File: src/rtl/onehot_decoder.sv
// One-hot to index decoder behind a two-entry registered skid buffer.
// Define ONEHOT_DECODER_ERRCNT_EN to build the malformed-word counter.
module onehot_decoder #(
  parameter int IN_W  = 8,
  parameter int OUT_W = $clog2(IN_W)
) (
  input  logic             clk,
  input  logic             reset_n,
  input  logic             in_valid,
  output logic             in_ready,
  input  logic [IN_W-1:0]  in,
  output logic             out_valid,
  input  logic             out_ready,
  output logic [OUT_W-1:0] out,
  output logic             out_err,
  output logic [7:0]       err_cnt
);

  typedef enum logic [1:0] {
    EMPTY,
    ONE,
    TWO
  } state_t;

  state_t state, state_n;

  logic             rdy_q;
  logic [OUT_W-1:0] out_q;
  logic             err_q;
  logic [OUT_W-1:0] skid_q;
  logic             skid_err_q;

  logic             in_xfer;
  logic             out_xfer;
  logic             load_out;
  logic             load_skid;
  logic             move_skid;
  logic [OUT_W-1:0] dec_idx;
  logic             dec_err;

  // lowest set bit wins when the word is malformed
  always_comb begin
    dec_idx = '0;
    for (int i = IN_W - 1; i >= 0; i--) begin
      if (in[i]) dec_idx = OUT_W'(i);
    end
  end

  assign dec_err = (in == '0) ||
                   ((in & (in - IN_W'(1))) != '0);

  assign in_ready  = rdy_q;
  assign out_valid = (state != EMPTY);
  assign out       = out_q;
  assign out_err   = err_q;
  assign in_xfer   = in_valid && rdy_q;
  assign out_xfer  = out_valid && out_ready;

  always_comb begin
    state_n   = state;
    load_out  = 1'b0;
    load_skid = 1'b0;
    move_skid = 1'b0;
    unique case (state)
      EMPTY: begin
        if (in_xfer) begin
          state_n  = ONE;
          load_out = 1'b1;
        end
      end
      ONE: begin
        unique case (1'b1)
          (in_xfer && out_xfer): begin
            load_out = 1'b1;
          end
          (in_xfer && !out_xfer): begin
            state_n   = TWO;
            load_skid = 1'b1;
          end
          (!in_xfer && out_xfer): begin
            state_n = EMPTY;
          end
          default: ;
        endcase
      end
      TWO: begin
        if (out_xfer) begin
          state_n   = ONE;
          move_skid = 1'b1;
        end
      end
      default: state_n = EMPTY;
    endcase
  end

  // ready is registered so it never depends on out_ready combinationally
  always_ff @(posedge clk or negedge reset_n) begin
    if (!reset_n) begin
      state <= EMPTY;
      rdy_q <= 1'b0;
    end else begin
      state <= state_n;
      rdy_q <= (state_n != TWO);
    end
  end

  always_ff @(posedge clk or negedge reset_n) begin
    if (!reset_n) begin
      out_q      <= '0;
      err_q      <= 1'b0;
      skid_q     <= '0;
      skid_err_q <= 1'b0;
    end else begin
      if (load_out) begin
        out_q <= dec_idx;
        err_q <= dec_err;
      end else if (move_skid) begin
        out_q <= skid_q;
        err_q <= skid_err_q;
      end
      if (load_skid) begin
        skid_q     <= dec_idx;
        skid_err_q <= dec_err;
      end
    end
  end

`ifdef ONEHOT_DECODER_ERRCNT_EN
  logic [7:0] cnt_q;

  always_ff @(posedge clk or negedge reset_n) begin
    if (!reset_n) begin
      cnt_q <= 8'd0;
    end else if (in_xfer && dec_err && cnt_q != 8'hFF) begin
      cnt_q <= cnt_q + 8'd1;
    end
  end

  assign err_cnt = cnt_q;
`else
  assign err_cnt = 8'd0;
`endif

endmodule

File: config.mk
export PLATFORM = sky130hd
export DESIGN_NAME = onehot_decoder
export DESIGN_NICKNAME = d
export VERILOG_FILES = /design/src/rtl/onehot_decoder.sv
export SDC_FILE = /design/constraint.sdc
export NUM_CORES = 1
export LEC_CHECK = 0
export CAP_MARGIN = 0
export CELL_PAD_IN_SITES_DETAIL_PLACEMENT = 1
export CELL_PAD_IN_SITES_GLOBAL_PLACEMENT = 2
export CORE_UTILIZATION = 22
export DETAILED_ROUTE_END_ITERATION = 12
export GPL_ROUTABILITY_DRIVEN = 0
export GPL_TIMING_DRIVEN = 0
export PLACE_DENSITY = 0.78
export SYNTH_ARGS = -nofsm -noshare
export SYNTH_HDL_FRONTEND = slang
export SYNTH_SLANG_ARGS = --single-unit
export TNS_END_PERCENT = 30
File: constraint.sdc
create_clock -name clk -period 1.6 [get_ports clk]
set_input_delay 0.32 -clock clk [delete_from_list [all_inputs] [get_ports clk]]
set_output_delay 0.32 -clock clk [all_outputs]
set_load 0.02 [all_outputs]
==> impl_metrics.ini, run 1 <==
[status]
status = finished, violations left
failed_checks = setup timing

[floorplan]
die_y_um = 60.2
die_area_um2 = 3630
core_area_um2 = 3130
start_util = 0.238
die_width_um = 60.2
ioPinCount = 26
num_rows = 20

[sta]
fmax_mhz = 618
fin_tns_setup_ns = -0.0173
slew_violations = 0
final_hold_viol_count = 0
skew_ns = 0.00146
slew_headroom = 0.659
period_share = 1.01
worst_slack_ns = -0.0173
final-setup-viol-count = 1
tightest_slew_ns = 0.511
fin_crit_ns = 1.62
rsz0062_at_grt = yes

[power]
sw_frac_of_total = 0.391
p_sw_mw = 0.577
ir_drop_v = 0.000257
p_leak_nw = 0.549
pwr-share-seq = 0.296
powerDensity_nw_per_um2 = 1280
clockPowerShare = 0.127
share_comb_of_total_power = 0.578
p_int_mw = 0.900
power_mw = 1.48

[yosys]
yosysMostFrequentCell = dfrtp_1
synthTopCellsByArea = dfrtp_1, buf_4, nand2_1
synth_common_cells = dfrtp_1, buf_4, nand2_1
ys_warn_count = 0
synth_top_cell_by_area = dfrtp_1
syn_avg_cell_area_um2 = 8.98
synthArstFlopShare = 1.00
ys_types = 33
synth-main-ff-cell = dfrtp_1
syn_area_um2 = 746
synth_edf_count = 0
synth_cells = 83
ys_ff_latch = 11
yosysSeqAreaShare = 0.369
yosysTopAreaCellShare = 0.369

[critical_path]
path_delay_family = simple AND/OR/NAND/NOR gates
max_stage_delay_ns = 0.41
crit_path_start_kind = flop
path_cells = or2_4 > nand2_4 > inv_4 > ha_4 > nand2_4 > a21oi_4 > and3_4 > a221o_1
cp.buffers_inverters = 1
end_kind = flop
worst-path-max-fanout = 5
worst-setup-path-type = reg2reg
critPathRequiredTime_ns = 1.75
cp.arrival_ns = 1.76
cp_slowest_cell = dfrtp_2
path_common_cell = nand2_4

[route]
drt_wl_total_um = 1860
drc = 0
wl_per_cell_um = 11.4
num_vias = 698
postRouteAntennaNets = 0
drt-initial-drc-count = 7
via_per_inst = 4.28
dr.pass1.iters = 3

[cts]
hold_buffers = 0
clock_path_buffers = 2
tritoncts = yes
clk_pin_slew_ns = 0.07
clockRootBuffer = clkbuf_4
insertion_delay_ns = 0.26
clock-sinks = 11
cts_buffers = 3
cts_max_level = 1

[global_routing]
use_met1 = 0.127
grt_max_degree = 12
track_usage = 0.115
grt_pass1_wl_um = 2950
met3_usage = 0.0130
use_met2 = 0.195
antenna_found_initial = 0
grt_busiest_layer = met2
grt_pass1_vias = 680
overflow = 0

[final_layout]
final_nets = 134
final_util = 0.368
multiInputGateArea_um2 = 467
fin_area_um2 = 1150
fill_cells = 375
register_area_um2 = 277
drive_above_1_share = 0.294
syn_to_final_growth_pct = 54.2
antenna_cells = 0

[placed_design]
dpl_worst_slack_ns = -0.501
dpl_cell_area_um2 = 1010
post-dp-hpwl_um = 1350
portBuffers = 17

[hold_path]
holdCritPathClass = in2async

[run]
maxCapViolCount = 0
[what timing repair did]
action,in CTS,in global routing
setup endpoints to repair,6,11
buffers inserted,6,2
pin swaps,8,9
gates resized for setup,14,8
gates cloned,0,0
[per-stage QoR]
stage | hold WS [ns] | std cells
floorplan | 0.0244 | 90
global placement | 0.463 | 151
detailed placement | 0.475 | 151
finish | 0.395 | 163
global route | 0.432 | 163
CTS | 0.410 | 161
[layout make-up]
class / instances / area share
Timing Repair Buffer: 25 / 0.206
Inverter: 7 / 0.0250
Sequential cell: 11 / 0.240
Clock buffer: 4 / 0.0229
Multi-Input combinational cell: 64 / 0.406
Tap cell: 44 / 0.0479
Buffer: 8 / 0.0522
[layer usage]
| metal | up-vias | wire length [um] |
|---|---|---|
| met5 | - | 0 |
| met4 | 0 | 62 |
| met3 | 4 | 84 |
| met2 | 22 | 955 |
| met1 | 321 | 759 |
| li1 | 351 | - |
[state kept, by name, summed over array words and instances, names as in the netlist]
signal      flops
in_ready        1
out             3
out_err         1
skid_err_q      1
skid_q          3
state           2
[power by group through the flow]
stage	sequential, mW	clock, mW	combinational, mW
3_3_place_gp	0.454	0	0.631
2_1_floorplan	0.503	0	0.339
4_1_cts	0.436	0.194	0.795
5_1_grt	0.449	0.204	0.937
6_report	0.437	0.187	0.853
3_5_place_dp	0.456	0	0.648
[cell usage in the layout, fill, tap and decap left out, types with 3 or more instances in the layout]
master           instances
clkdlybuf4s50_1         10
clkbuf_4                 3
inv_1                    6
nand3b_1                 3
dlymetal6s2s_1           3
o21ai_0                  3
nand2_1                  6
buf_4                   15
a21oi_1                  3
nor2_1                   5
dlygate4sd2_1            4
conb_1                   8
dfrtp_1                 10
[path summary, 6_finish.rpt]
check / startpoint / end / slack (ns) / depth (start not counted)
min: reset_n / out_err$_DFFE_PN0P_ / 0.39 / 1
min in group clk: skid_q[0]$_DFFE_PN0P_ / skid_q[0]$_DFFE_PN0P_ / 0.49 / 2
max: state[1]$_DFF_PN0_ / out[2]$_DFFE_PN0P_ / -0.02 / 8
max reg2reg: state[1]$_DFF_PN0_ / out[2]$_DFFE_PN0P_ / -0.02 / 8
min reg2reg: skid_q[0]$_DFFE_PN0P_ / skid_q[0]$_DFFE_PN0P_ / 0.49 / 2
max in group asynchronous: reset_n / state[1]$_DFF_PN0_ / 0.84 / 1
[cell families (layout without fill, tap and decap cells)]
kind of cell,count (synthesis),in the layout,share of synthesized area
fa+ha+maj,3,3,0.0470
other cells,1,8,0.00503
simple gates,31,31,0.243
compound gates,21,21,0.208
buf+inv,15,44,0.116
xor+xnor,1,1,0.0117
flops,11,11,0.369
Power figures use the tool's default switching activity.
==> inputs of run 2 (changes only) <==
--- a/config.mk
+++ b/config.mk
@@ -13,6 +13,7 @@
 export GPL_ROUTABILITY_DRIVEN = 0
 export GPL_TIMING_DRIVEN = 0
 export PLACE_DENSITY = 0.78
+export RECOVER_POWER = 50
 export SYNTH_ARGS = -nofsm -noshare
 export SYNTH_HDL_FRONTEND = slang
 export SYNTH_SLANG_ARGS = --single-unit
==> run 2 against run 1 <==
Highest routed layer unchanged. Critical path type unchanged. Register-to-register slack barely moved. Critical endpoint unchanged. Die area did not move. Sequential share of layout area did not move. The flow still finishes with violations (setup timing). Combinational power barely moved. Non-clock buffer count did not move.
==> impl_metrics.ini, run 2 (synthesis gave the netlist of run 1 again) <==
[status]
status = finished, violations left
failed_checks = setup timing

[final_layout]
multiInputGateArea_um2 = 467
register_area_um2 = 277
layout_common_cells = buf_4, dfrtp_1, clkdlybuf4s50_1
fill_cells = 375
final_common_cell = buf_4
fin_cells = 163
final_nets = 134
antenna_cells = 0
syn_to_final_growth_pct = 54.2
drive_above_1_share = 0.294

[floorplan]
ioPinCount = 26
die_y_um = 60.2
die_area_um2 = 3630
die_width_um = 60.2
core_area_um2 = 3130
start_util = 0.238
num_rows = 20

[sta]
slew_violations = 0
final-setup-viol-count = 1
fin_crit_ns = 1.62
rsz0062_at_grt = yes
period_share = 1.01
fmax_mhz = 618
fin_tns_setup_ns = -0.0173
worst_slack_ns = -0.0173
final_hold_viol_count = 0
skew_ns = 0.00146
slew_headroom = 0.655
tightest_slew_ns = 0.516
hold_ws_ns = 0.465

[global_routing]
antenna_found_initial = 0
overflow = 0
grt_max_degree = 12
track_usage = 0.115
grt_pass1_vias = 680
grt_pass1_wl_um = 2950

[power]
pwr-share-seq = 0.296
sw_frac_of_total = 0.391
p_leak_nw = 0.550
powerDensity_nw_per_um2 = 1280
p_int_mw = 0.900
share_comb_of_total_power = 0.577
clockPowerShare = 0.127
p_sw_mw = 0.577
power_mw = 1.48
ir_drop_v = 0.000257

[cts]
cts_buffers = 3
clock-sinks = 11
clk_pin_slew_ns = 0.07
clockRootBuffer = clkbuf_4
hold_buffers = 0
clock_path_buffers = 2
insertion_delay_ns = 0.26
tritoncts = yes
cts_max_level = 1

[placed_design]
post-dp-hpwl_um = 1350
portBuffers = 17
dpl.cell_count = 151

[route]
drc = 0
wl_per_cell_um = 11.4
via_per_inst = 4.28
num_vias = 698
postRouteAntennaNets = 0
drt-initial-drc-count = 7
dr.pass1.iters = 3
drt_wl_total_um = 1860

[critical_path]
cp.arrival_ns = 1.76
cp.buffers_inverters = 1
cp_slowest_cell = dfrtp_2
path_cells = or2_4 > nand2_4 > inv_4 > ha_4 > nand2_4 > a21oi_4 > and3_4 > a221o_1
critPathRequiredTime_ns = 1.75
worst-path-max-fanout = 5
max_stage_delay_ns = 0.41
crit_path_start_kind = flop
worst-setup-path-type = reg2reg
end_kind = flop
path_delay_family = simple AND/OR/NAND/NOR gates
path_common_cell = nand2_4

[hold_path]
holdCritPathClass = in2async

[run]
maxCapViolCount = 0
[run 2: cell types whose count changed in the layout (fill, tap and decap cells not counted), sizes merged]
cell           before  now
clkdlybuf4s50      10    9
dlygate4sd3         0    1
[run 2: layer usage]
layer | track usage | routed length [um] | vias to the layer above | part of all wire
met5 | 0 | 0 | - | 0
met3 | 0.0130 | 83 | 4 | 0.045
met2 | 0.195 | 955 | 22 | 0.51
met1 | 0.127 | 759 | 321 | 0.41
met4 | 0.0963 | 62 | 0 | 0.033
li1 | - | - | 351 | -
[run 2: final cells by class]
type / count / area share
Multi-Input combinational cell: 64 / 0.406
Tap cell: 44 / 0.0479
Clock buffer: 4 / 0.0229
Buffer: 8 / 0.0522
Inverter: 7 / 0.0250
Timing Repair Buffer: 25 / 0.206
Sequential cell: 11 / 0.240
[run 2: worst paths after layout]
kind	slack (ns)	from	cells past startpoint	endpoint
hold reg to reg	0.49	skid_q[0]$_DFFE_PN0P_	2	skid_q[0]$_DFFE_PN0P_
setup reg to reg	-0.02	state[1]$_DFF_PN0_	8	out[2]$_DFFE_PN0P_
setup / recovery	-0.02	state[1]$_DFF_PN0_	8	out[2]$_DFFE_PN0P_
min in group clk	0.49	skid_q[0]$_DFFE_PN0P_	2	skid_q[0]$_DFFE_PN0P_
max in group asynchronous	0.76	reset_n	1	state[1]$_DFF_PN0_
hold / removal	0.47	reset_n	1	out_err$_DFFE_PN0P_
[run 2: per-stage QoR]
stage	setup WS, ns	util	instance area, um2
after floorplan	-0.0367	-	781
after global placement	-0.442	0.322	1010
after detailed placement	-0.501	0.322	1010
after CTS	-0.0159	0.355	1110
after global routing	-0.0651	0.368	1150
final	-0.0173	0.368	1150
[run 2: worst register-to-register path: cells and delay by family, from the launching register on]
family | cells | cell delay (ns)
compound gates | 2 | 0.34
fa+ha+maj | 1 | 0.15
buf+inv | 1 | 0.04
flops | 1 | 0.41
simple gates | 4 | 0.56
[run 2: power by group through the flow]
| stage | clock, mW | combinational [mW] | sequential (mW) |
|---|---|---|---|
| 2_1_floorplan | 0 | 0.339 | 0.503 |
| 3_3_place_gp | 0 | 0.631 | 0.454 |
| 3_5_place_dp | 0 | 0.648 | 0.456 |
| 4_1_cts | 0.194 | 0.795 | 0.436 |
| 5_1_grt | 0.204 | 0.937 | 0.449 |
| 6_report | 0.187 | 0.853 | 0.437 |
[run 2: what timing repair did]
item / in CTS / in global routing
endpoints found under the setup margin: 6 / 11
buffers inserted: 6 / 2
gates resized for setup: 14 / 8
pin swaps: 8 / 9
